==> config.mk <==
export PLATFORM = sky130hd
export DESIGN_NAME = mux8_rr_sched
export DESIGN_NICKNAME = d
export VERILOG_FILES = /design/src/rtl/mux8_sched_pkg.sv /design/src/rtl/rr_pick8.sv /design/src/rtl/mux8_rr_sched.sv
export SDC_FILE = /design/constraint.sdc
export NUM_CORES = 1
export LEC_CHECK = 0
export BUFFER_PORTS_ARGS = -buffer_cell sky130_fd_sc_hd__buf_4
export CAP_MARGIN = 30
export CORE_MARGIN = 2
export CORE_UTILIZATION = 41
export DETAILED_ROUTE_END_ITERATION = 10
export PLACE_DENSITY = 0.7
export SLEW_MARGIN = 20
export SYNTH_ARGS = -nofsm -noshare
export SYNTH_HDL_FRONTEND = slang
export SYNTH_HIERARCHICAL = 1
export SYNTH_SLANG_ARGS = --single-unit
==> constraint.sdc <==
create_clock -name clk -period 11.1 [get_ports clk]
set_input_delay 2.22 -clock clk [delete_from_list [all_inputs] [get_ports clk]]
set_output_delay 2.22 -clock clk [all_outputs]
set_load 0.01 [all_outputs]
==> src/rtl/mux8_sched_pkg.sv <==
// mux8_sched_pkg
//   Shared definitions for the 8-source round-robin mux-tree scheduler.
//   N_SRC    : number of requesting sources (mux inputs S0..S7)
//   SEL_W    : width of the mux select bus / source index
//   CNT_W    : width of the dwell counter (DWELL_CYC up to 15)
//   sched_state_t : scheduler FSM states
//   onehot8  : source index -> one-hot grant vector
package mux8_sched_pkg;

    localparam int unsigned N_SRC = 8;
    localparam int unsigned SEL_W = 3;
    localparam int unsigned CNT_W = 4;

    typedef enum logic {
        IDLE,
        DWELL
    } sched_state_t;

    function automatic logic [N_SRC-1:0] onehot8(input logic [SEL_W-1:0] idx);
        logic [N_SRC-1:0] vec;
        vec = '0;
        vec[idx] = 1'b1;
        return vec;
    endfunction

endpackage

==> src/rtl/rr_pick8.sv <==
// rr_pick8
//   Combinational round-robin picker. Searches req starting one position
//   after the last-granted pointer and wrapping modulo 8; the pointer's own
//   bit is examined last, so a lone requester can win again.
//   Ports:
//     req [7:0] in  : per-source request vector
//     ptr [2:0] in  : last-granted source index
//     idx [2:0] out : winning source index (0 when nothing requests)
//     any       out : 1 when at least one req bit is set
module rr_pick8
    import mux8_sched_pkg::*;
(
    input  logic [N_SRC-1:0] req,
    input  logic [SEL_W-1:0] ptr,
    output logic [SEL_W-1:0] idx,
    output logic             any
);

    always_comb begin
        logic [SEL_W-1:0] cand;
        idx  = '0;
        any  = 1'b0;
        cand = '0;
        // Offsets 1..8; offset 8 truncates to ptr itself.
        for (int unsigned k = 1; k <= N_SRC; k++) begin
            cand = ptr + SEL_W'(k);
            if (!any && req[cand]) begin
                idx = cand;
                any = 1'b1;
            end
        end
    end

endmodule

==> src/rtl/mux8_rr_sched.sv <==
// mux8_rr_sched
//   Round-robin scheduler sharing one 8:1 mux tree among 8 sources. Drives
//   the tree select lines, holds each grant for DWELL_CYC cycles so the tree
//   output settles, then samples F into a registered data word tagged with
//   the source index. Under continuous requests a new grant is issued on the
//   same edge that completes the previous one (no idle gap).
//
//   Parameter:
//     DWELL_CYC  : cycles each grant is held before F is sampled (1..15)
//
//   Optional build macro:
//     MUX8_SCHED_LOCK_EN : when defined, a source with both lock[i] and
//                          req[i] set at its dwell end is granted again,
//                          ignoring other requesters. When undefined the
//                          lock input is unused and arbitration is pure
//                          round-robin.
//
//   Ports:
//     clk        in  : system clock, rising edge
//     reset      in  : asynchronous active-high reset
//     req  [7:0] in  : per-source request, bit i requests mux input Si
//     lock [7:0] in  : per-source grant-hold request (lock build only)
//     f_in       in  : mux tree output F
//     sel  [2:0] out : mux select; sel[2]=W0, sel[1]=W1, sel[0]=W2
//     grant[7:0] out : one-hot current grant, zero when idle
//     busy       out : high while a grant is dwelling
//     data_out   out : F sampled at the end of a dwell
//     data_idx[2:0] out : source index of data_out
//     data_valid out : one-cycle pulse qualifying data_out/data_idx
module mux8_rr_sched
    import mux8_sched_pkg::*;
#(
    parameter int unsigned DWELL_CYC = 2
)(
    input  logic             clk,
    input  logic             reset,
    input  logic [N_SRC-1:0] req,
    input  logic [N_SRC-1:0] lock,
    input  logic             f_in,
    output logic [SEL_W-1:0] sel,
    output logic [N_SRC-1:0] grant,
    output logic             busy,
    output logic             data_out,
    output logic [SEL_W-1:0] data_idx,
    output logic             data_valid
);

    localparam logic [CNT_W-1:0] CNT_RELOAD = CNT_W'(DWELL_CYC - 1);

    sched_state_t     state;
    logic [CNT_W-1:0] cnt;
    logic [SEL_W-1:0] ptr;

    // At a dwell end the pointer advances to the source just served, so the
    // picker must already search from sel on that edge rather than from the
    // stale ptr register.
    logic [SEL_W-1:0] pick_ptr;
    logic [SEL_W-1:0] pick_idx;
    logic             pick_any;
    logic [SEL_W-1:0] arb_idx;
    logic             arb_any;

    assign pick_ptr = (state == DWELL) ? sel : ptr;

    rr_pick8 u_pick (
        .req (req),
        .ptr (pick_ptr),
        .idx (pick_idx),
        .any (pick_any)
    );

`ifdef MUX8_SCHED_LOCK_EN
    logic hold;

    // Lock only matters when re-arbitrating at a dwell end; in IDLE there is
    // no current owner to hold.
    assign hold    = (state == DWELL) && lock[sel] && req[sel];
    assign arb_idx = hold ? sel : pick_idx;
    assign arb_any = hold | pick_any;
`else
    logic unused_lock;

    assign unused_lock = ^lock;
    assign arb_idx     = pick_idx;
    assign arb_any     = pick_any;
`endif

    always_ff @(posedge clk or posedge reset) begin
        if (reset) begin
            state      <= IDLE;
            cnt        <= '0;
            ptr        <= '1;
            sel        <= '0;
            grant      <= '0;
            busy       <= 1'b0;
            data_out   <= 1'b0;
            data_idx   <= '0;
            data_valid <= 1'b0;
        end else begin
            data_valid <= 1'b0;
            case (state)
                IDLE: begin
                    // sel keeps its last value while idle.
                    if (arb_any) begin
                        grant <= onehot8(arb_idx);
                        sel   <= arb_idx;
                        busy  <= 1'b1;
                        cnt   <= CNT_RELOAD;
                        state <= DWELL;
                    end
                end
                DWELL: begin
                    if (cnt != '0) begin
                        cnt <= cnt - 1'b1;
                    end else begin
                        data_out   <= f_in;
                        data_idx   <= sel;
                        data_valid <= 1'b1;
                        ptr        <= sel;
                        if (arb_any) begin
                            grant <= onehot8(arb_idx);
                            sel   <= arb_idx;
                            cnt   <= CNT_RELOAD;
                        end else begin
                            grant <= '0;
                            busy  <= 1'b0;
                            state <= IDLE;
                        end
                    end
                end
                default: begin
                    state <= IDLE;
                    grant <= '0;
                    busy  <= 1'b0;
                end
            endcase
        end
    end

endmodule

==> results of run 1 <==
critical path: stages:
cell and delay (ns):
buf_4 0.12, mux4_1 0.63, mux2_1 0.36, or4_1 0.64, nor3_2 0.24, nand2_1 0.19
nand2b_1 0.18, nand2_1 0.21, mux2_1 0.37
layout by cell type (no fill, tap or decap), types with 5 or more instances in the layout:
cell type   n
nand2b_1    7
mux4_1      5
inv_1       7
dfrtp_1    22
buf_4      27
nand2_1    27
a21oi_1    10
mux2_1     11
mux2i_1     8
nor2_1     11
a22o_1      6
flip-flops by register name, summed over array words and instances, names as in the netlist:
name / cells
busy: 1
cnt: 4
data_idx: 3
data_out: 1
data_valid: 1
grant: 8
ptr: 3
sel: 3
state: 1
layout make-up:
type / count / area, um2 / share of cell area
multi-input cells: 143 / 1129 / 0.5331
repair buffers: 28 / 217.7 / 0.1028
inverters: 8 / 30.03 / 0.01418
well taps: 52 / 65.06 / 0.03073
clock buffers: 3 / 41.29 / 0.01950
flip-flops and latches: 25 / 629.4 / 0.2973
clock inverters: 1 / 5.005 / 0.002364
path summary, 6_finish.rpt:
path,cells past startpoint,slack (ns),endpoint
min in group asynchronous,2,1.87,data_out
worst max-delay path,9,6.08,sel[2]
max in group asynchronous,3,8.74,ptr[0]
worst min register to register,2,0.46,ptr[2]
worst min-delay path,2,0.46,ptr[2]
worst max register to register,11,6.39,sel[2]
cells by family (layout without fill, tap and decap cells):
logic type,count (synthesis),in the layout
xor+xnor,3,3
fa+ha+maj,3,3
simple gates,62,62
buf+inv,18,40
compound gates,44,44
flops,25,25
mux,31,31
stage by stage:
stage | area (um2) | worst slack, ns
after floorplan | 1861 | 6.287
after global placement | 2056 | 5.834
after detailed placement | 2056 | 5.830
after CTS | 2102 | 6.111
after global routing | 2117 | 5.851
final | 2117 | 6.082
layer usage:
layer	wire, um	part of all wire	global-route usage	vias to the layer above
li1	-	-	-	739
met1	1871	0.48	0.2226	708
met2	1843	0.48	0.2695	33
met3	149	0.039	0.03094	0
met4	0	0	0.01887	0
met5	0	0	0	-
==> impl_metrics.py, run 1 <==
metrics = {
    "run_status": {
        "outcome": "finished clean",
    },
    "place": {
        "dp.cells": 255,
        "dpl.hpwl_um": 2838,
        "io_buffers": 27,
        "gp_congestion": 0.9209,
    },
    "floorplanning": {
        "die_w_um": 71.37,
        "chipHeight_um": 71.37,
        "pin_count": 36,
        "fp.coreArea_mm2": 0.004354,
        "std_cell_rows": 24,
        "dieArea_mm2": 0.005093,
        "start_util": 0.4273,
    },
    "min_path": {
        "hp-start": "ptr[2]",
        "hold_path.class": "flip-flop to flip-flop",
    },
    "final_layout": {
        "fin_util": 0.4862,
        "drive_gt1_frac": 0.2163,
        "fillers": 392,
        "syn_to_final_growth_pct": 13.79,
        "final_cells": 260,
        "diodes": 0,
        "finalNetCount": 231,
    },
    "logic_synthesis": {
        "synthAdderAreaFrac": 0.02017,
        "syn_area_mm2": 0.001861,
        "syn_avg_cell_area_um2": 10.00,
        "ys_seq_area_frac": 0.3383,
        "synth.most_common_cell": "nand2_1",
        "synth_mux_area_frac": 0.2387,
        "synthSimpleGateAreaFrac": 0.1654,
        "synth-xor-area-share": 0.01412,
        "synthCells": 186,
        "synth_commonest_cells": "nand2_1 (27), dfrtp_1 (22), mux2_1 (11), nor2_1 (11), a21oi_1 (10)",
        "synth_top_area_cell": "dfrtp_1",
        "yosys.area.top_type_share": 0.2959,
        "yosysUniqueCellTypes": 50,
        "async_flop_share": 1.000,
        "synth_area_leaders": "dfrtp_1 (30%), mux4_1 (7.1%), mux2_1 (6.7%), nand2_1 (5.4%), mux2i_1 (4.3%)",
        "synth_edf_count": 0,
        "ys_ff_latch": 25,
        "synth_ff_type": "dfrtp_1",
        "yosys_warnings": 6,
        "synth_nets": 208,
        "synth_top_family_by_area": "multiplexers",
        "synth_compound_area_frac": 0.1681,
    },
    "sta": {
        "slew_violations": 0,
        "rsz0062_at_grt": "false",
        "relSlewSlack": 0.5539,
        "finalSetupTns_ns": 0,
        "worstMarginPinSlew_ns": 0.6692,
        "fmax_mhz": 199.3,
        "holdWs_ns": 0.4638,
        "hold_violations": 0,
        "period_minus_slack_ns": 5.018,
        "fin_skew_ns": 0.001784,
        "post-route-period-util": 0.4521,
        "setup_viol": 0,
    },
    "clock_network": {
        "path_clk_slew_ns": 0.09,
        "cts_hold_buffers": 0,
        "cts_resized": 0,
        "cts_tree": "built",
        "numCtsBuffers": 3,
        "insertion_delay_ns": 0.26,
        "clkSinkCount": 25,
        "clock_path_buffers": 2,
        "cts_max_level": 1,
        "root_buffer": "clkbuf_8",
        "post-cts-setup-buffer-count": 0,
    },
    "route": {
        "wl_um": 3864,
        "drtIter0Drc": 81,
        "detail_route.vias_per_cell": 5.692,
        "wire_per_inst_um": 14.86,
        "first_pass_iters": 4,
        "ant_nets": 0,
        "drc": 0,
        "via_count": 1480,
    },
    "global_route": {
        "grt_usage": 0.1602,
        "grt_max_degree": 26,
        "grt_pass1_wl_um": 6706,
        "antenna_found_initial": 0,
        "grt-ovfl-total": 0,
        "grt_pass1_vias": 1493,
    },
    "critical_path": {
        "rr_startpoint": "state",
        "crit_type": "primary input to flip-flop",
        "end_kind": "flip-flop",
        "start_kind": "primary input",
        "cp.required_ns": 11.25,
        "arrival_ns": 5.17,
        "critical_path_peak_fanout": 7,
        "startpoint": "req[7]",
    },
    "job": {
        "cap_viol_max_count": 0,
    },
}
Power of run 1 is left out: the tool's default activity adds up to more than one toggle a clock period on the data nets, which glitch-free logic cannot reach.
==> run 2, diff against run 1 <==
--- a/config.mk
+++ b/config.mk
@@ -5,12 +5,13 @@
 export SDC_FILE = /design/constraint.sdc
 export NUM_CORES = 1
 export LEC_CHECK = 0
+export ABC_AREA = 1
 export BUFFER_PORTS_ARGS = -buffer_cell sky130_fd_sc_hd__buf_4
 export CAP_MARGIN = 30
 export CORE_MARGIN = 2
 export CORE_UTILIZATION = 41
 export DETAILED_ROUTE_END_ITERATION = 10
-export PLACE_DENSITY = 0.7
+export PLACE_DENSITY = 0.72
 export SLEW_MARGIN = 20
 export SYNTH_ARGS = -nofsm -noshare
 export SYNTH_HDL_FRONTEND = slang
==> constraint.sdc (replaced) <==
create_clock -name clk -period 4 [get_ports clk]
set_input_delay 0.8 -clock clk [delete_from_list [all_inputs] [get_ports clk]]
set_output_delay 0.8 -clock clk [all_outputs]
set_load 0.01 [all_outputs]
==> run 2 against run 1 <==
  * Sequential cell count did not move
  * Final cell count increased by 38%
  * Sequential share of layout area is 1.2 points lower
  * Non-clock buffer count increased by 3
  * Global-route usage is 1.6 points higher
  * Die area increased by 3.2%
  * Routed wire length is 11% higher
  * Largest cell class unchanged
  * Highest routed layer is now met4
==> impl_metrics.py, run 2 <==
metrics = {
    "run_status": {
        "outcome": "finished clean",
    },
    "final_layout": {
        "finalNetCount": 331,
        "regMostFlops": "grant",
        "diodes": 0,
        "final_cells": 360,
        "final_common_cell": "nand2_1",
        "drive_gt1_frac": 0.2240,
        "layout_common_cells": "nand2_1 (103), nand3_1 (50), buf_4 (30)",
        "syn_to_final_growth_pct": 14.56,
        "reg.largest.list": "grant: 8 flops, cnt: 4 flops",
        "largest_reg_flops": 8,
    },
    "logic_synthesis": {
        "yosysUniqueCellTypes": 29,
        "synth_top_area_cell": "dfrtp_1",
        "synth_compound_area_frac": 0.05722,
        "syn_area_mm2": 0.001924,
        "synth_top_family_by_area": "simple AND/OR/NAND/NOR gates",
        "syn_avg_cell_area_um2": 6.776,
        "synth.most_common_cell": "nand2_1",
        "ys_seq_area_frac": 0.3270,
        "synthAdderAreaFrac": 0.01951,
        "async_flop_share": 1.000,
        "synth_area_leaders": "dfrtp_1 (29%), nand2_1 (20%), nand3_1 (13%), nand3_2 (4.2%), dfstp_2 (4.1%)",
        "yosys.area.top_type_share": 0.2861,
        "synth_mux_area_frac": 0,
        "synth_ff_type": "dfrtp_1",
        "synth_edf_count": 0,
        "synth_commonest_cells": "nand2_1 (103), nand3_1 (50), dfrtp_1 (22), inv_1 (18), nor2_1 (13)",
        "synthCells": 284,
        "synthSimpleGateAreaFrac": 0.4694,
        "synth_nets": 306,
        "yosys_warnings": 6,
        "synth-xor-area-share": 0.02731,
        "ys_ff_latch": 25,
    },
    "clock_network": {
        "post-cts-setup-buffer-count": 0,
        "cts_hold_buffers": 0,
        "clock_path_buffers": 2,
        "numCtsBuffers": 3,
        "insertion_delay_ns": 0.27,
        "clkSinkCount": 25,
        "cts_max_level": 1,
        "root_buffer": "clkbuf_8",
        "cts_resized": 0,
        "cts_tree": "built",
        "path_clk_slew_ns": 0.08,
    },
    "route": {
        "ant_nets": 0,
        "drtIter0Drc": 132,
        "wl_um": 4300,
        "drc": 0,
        "detail_route.vias_per_cell": 5.175,
        "first_pass_iters": 4,
        "wire_per_inst_um": 11.94,
        "via_count": 1863,
    },
    "critical_path": {
        "start_kind": "flip-flop",
        "end_kind": "flip-flop",
        "cp.required_ns": 4.16,
        "slowest_delay_ns": 0.55,
        "rr_endpoint": "grant[5]",
        "rrSetupSlack_ns": 0.47,
        "critical_path_peak_fanout": 14,
        "rr_startpoint": "state",
        "crit_type": "flip-flop to flip-flop",
        "cp_cell_sequence": "o21ai_0 > inv_2 > ha_1 > inv_2 > nand3_1 > nand3_1 > nand2_1 > inv_2 > nand4_2 > nor2_4 > nand3_1 > nand2_2 > nand2_1 > nand2_1 > nand2_1",
        "critPathTopFamily": "simple AND/OR/NAND/NOR gates",
        "critPathBufInv": 3,
        "crit_slowest_cell": "dfrtp_1",
        "cp_common_cell": "nand2_1",
        "r2r_cells": 15,
        "arrival_ns": 3.70,
    },
    "sta": {
        "holdWs_ns": 0.4582,
        "fmax_mhz": 283.1,
        "worstMarginPinSlew_ns": 0.4571,
        "setup_viol": 0,
        "hold_violations": 0,
        "period_minus_slack_ns": 3.532,
        "slew_violations": 0,
        "fin_skew_ns": 0.004831,
        "relSlewSlack": 0.6944,
        "finalSetupTns_ns": 0,
        "post-route-period-util": 0.8831,
        "rsz0062_at_grt": "false",
    },
    "global_route": {
        "antenna_found_initial": 0,
        "grt_pass1_wl_um": 7472,
        "grt-ovfl-total": 0,
        "grt_pass1_vias": 1691,
        "grt_max_degree": 26,
        "grt_usage": 0.1763,
    },
    "place": {
        "gp_congestion": 0.8370,
        "io_buffers": 27,
        "dp.cells": 355,
        "dpl.hpwl_um": 3304,
    },
    "min_path": {
        "hold_path.class": "primary input to async pin",
    },
    "floorplanning": {
        "pin_count": 36,
        "chipHeight_um": 72.51,
        "start_util": 0.4330,
        "fp.coreArea_mm2": 0.004444,
        "dieArea_mm2": 0.005258,
        "die_w_um": 72.51,
        "std_cell_rows": 24,
    },
    "job": {
        "cap_viol_max_count": 0,
    },
}
-- run 2: cell types whose count changed in the layout (fill, tap and decap cells not counted), moves of 10 or more --
| cell | change |
|---|---|
| nand2_1 | +76 |
| nand3_1 | +48 |
| mux2_1 | -11 |
| inv_1 | +10 |
| inv_2 | +10 |
-- run 2: metal layers --
metal	routed length [um]	part of all wire	GRT usage	up-vias
li1	-	-	-	970
met5	0	0	0	-
met3	119	0.028	0.02917	4
met2	2059	0.48	0.2875	28
met1	2094	0.49	0.2491	861
met4	26	0.0060	0.03498	0
-- run 2: worst max path at each step --
stage                      from        to  slack (ns)  cells past startpoint
after floorplan           state  grant[1]        0.97                     20
after global placement    state  grant[5]        0.54                     15
after detailed placement  state  grant[5]        0.52                     15
after CTS                 state  grant[5]        0.49                     15
after global routing      state  grant[1]        0.11                     16
final                     state  grant[5]        0.47                     15
-- run 2: area by class of cell --
class / instances / area [um2]
sequential: 25 / 629.4
timing repair buffer: 31 / 252.7
inverter: 29 / 108.9
fill: 453 / 2240
tap: 52 / 65.06
clock buffer: 4 / 45.04
multi-input combinational: 219 / 1104
-- run 2: cells by family after synthesis --
kind of cell | Yosys count
and+or+nand+nor | 193
buffers and inverters | 40
xor gates and xnor gates | 3
DFF | 25
adders and majority gates | 3
AOI/OAI and AO/OA | 20
-- run 2: stage by stage --
stage,instance area [um2],setup slack (ns),utilization
2_1_floorplan,1924,0.9655,-
3_3_place_gp,2132,0.5398,0.4797
3_5_place_dp,2132,0.5151,0.4797
4_1_cts,2177,0.4936,0.4899
5_1_grt,2205,0.1070,0.4961
6_report,2205,0.4677,0.4961
Power of run 2 is left out for the same reason.
==> run 3, diff against run 2 <==
==> constraint.sdc (replaced) <==
create_clock -name clk -period 4 [get_ports clk]
set_input_delay 0.6 -clock clk [delete_from_list [all_inputs] [get_ports clk]]
set_output_delay 0.6 -clock clk [all_outputs]
set_load 0.01 [all_outputs]
==> run 3 against run 2 <==
  * Via count grew 0.54%
  * First-iteration DRC count shrank 16%
  * Design area is the same
  * Critical path depth is the same
  * Register-to-register slack is essentially flat
  * Critical path type unchanged
==> impl_metrics.py, run 3 (synthesized netlist as in run 2, its figures left out) <==
metrics = {
    "floorplanning": {
        "chipHeight_um": 72.51,
        "start_util": 0.4330,
        "fp.coreArea_mm2": 0.004444,
        "die_w_um": 72.51,
        "dieArea_mm2": 0.005258,
        "std_cell_rows": 24,
        "pin_count": 36,
    },
    "sta": {
        "setup_viol": 0,
        "finalSetupTns_ns": 0,
        "period_minus_slack_ns": 3.519,
        "worstMarginPinSlew_ns": 0.4442,
        "fmax_mhz": 284.2,
        "relSlewSlack": 0.7031,
        "post-route-period-util": 0.8797,
        "rsz0062_at_grt": "false",
        "slew_violations": 0,
        "fin_ws_ns": 0.4814,
        "hold_violations": 0,
        "fin_skew_ns": 0.003326,
    },
    "run_status": {
        "outcome": "finished clean",
    },
    "route": {
        "ant_nets": 0,
        "first_pass_iters": 5,
        "via_count": 1873,
        "detail_route.vias_per_cell": 5.203,
        "wl_um": 4317,
        "wire_per_inst_um": 11.99,
        "drc": 0,
        "drtIter0Drc": 111,
    },
    "final_layout": {
        "diodes": 0,
        "fillers": 431,
        "layout_common_cells": "nand2_1 (103), nand3_1 (50), buf_4 (30)",
        "largest_reg_flops": 8,
        "syn_to_final_growth_pct": 14.56,
        "multi_input_area_mm2": 0.001104,
        "drive_gt1_frac": 0.2240,
        "regArea_um2": 629.4,
        "finalNetCount": 331,
        "final_common_cell": "nand2_1",
        "regMostFlops": "grant",
        "reg.largest.list": "grant: 8 flops, cnt: 4 flops",
    },
    "critical_path": {
        "start_kind": "flip-flop",
        "cp_cell_sequence": "o21ai_0 > inv_2 > ha_1 > inv_2 > nand3_1 > nand3_1 > nand2_1 > inv_2 > nand4_2 > nor2_4 > nand3_1 > nand2_2 > nand2_1 > nand2_1 > nand2_1",
        "critPathTopFamily": "simple AND/OR/NAND/NOR gates",
        "end_kind": "flip-flop",
        "arrival_ns": 3.68,
        "crit_slowest_cell": "dfrtp_1",
        "cp.required_ns": 4.16,
        "slowest_delay_ns": 0.54,
        "critical_path_peak_fanout": 14,
        "crit_type": "flip-flop to flip-flop",
        "cp_common_cell": "nand2_1",
        "rrSetupSlack_ns": 0.48,
        "critPathBufInv": 3,
    },
    "global_route": {
        "grt_pass1_vias": 1682,
        "antenna_found_initial": 0,
        "grt_pass1_wl_um": 7355,
        "grt_usage": 0.1745,
        "grt-ovfl-total": 0,
        "grt_max_degree": 26,
    },
    "clock_network": {
        "numCtsBuffers": 3,
        "cts_max_level": 1,
        "insertion_delay_ns": 0.27,
        "post-cts-setup-buffer-count": 0,
        "cts_hold_buffers": 0,
        "cts_resized": 0,
        "clkSinkCount": 25,
        "path_clk_slew_ns": 0.08,
        "cts_tree": "built",
        "clock_path_buffers": 2,
        "root_buffer": "clkbuf_8",
    },
    "job": {
        "cap_viol_max_count": 0,
    },
    "place": {
        "gp_congestion": 0.8414,
        "dpl.hpwl_um": 3247,
        "dp_worst_setup_slack_ns": 0.5219,
        "io_buffers": 27,
    },
    "min_path": {
        "hold_path.class": "primary input to async pin",
    },
}
==> run 3: cell counts in the layout (fill, tap and decap cells not counted) <==
Identical to the previous run, type by type.
==> run 3: area by class of cell <==
class	instances	share of cell area
multi-input combinational	219	0.5006
sequential	25	0.2855
timing repair buffer	31	0.1146
inverter	29	0.04938
tap	52	0.02951
clock buffer	4	0.02043
==> run 3: worst paths after layout <==
check / startpoint / end / depth (start not counted)
min in group clk: cnt[0] / cnt[0] / 2
worst min-delay path: reset / cnt[2] / 2
worst max-delay path: state / grant[5] / 15
worst max register to register: state / grant[5] / 15
worst min register to register: cnt[0] / cnt[0] / 2
max in group asynchronous: reset / ptr[0] / 3
==> run 3: through the flow <==
stage	utilization	instances	cell area (um2)	hold WS, ns
after floorplan	-	284	1924	0.4489
after global placement	0.4797	355	2132	0.4621
after detailed placement	0.4797	355	2132	0.4677
after CTS	0.4899	359	2177	0.4890
after global routing	0.4961	360	2205	0.2690
final	0.4961	360	2205	0.2617
==> run 3: routing by layer <==
metal | global-route usage | vias up | share of wire
met4 | 0.04733 | 0 | 0.0037
met3 | 0.02917 | 2 | 0.046
met2 | 0.2783 | 44 | 0.49
met1 | 0.2465 | 861 | 0.46
li1 | - | 966 | -
met5 | 0 | - | 0
Power of run 3 is left out for the same reason.
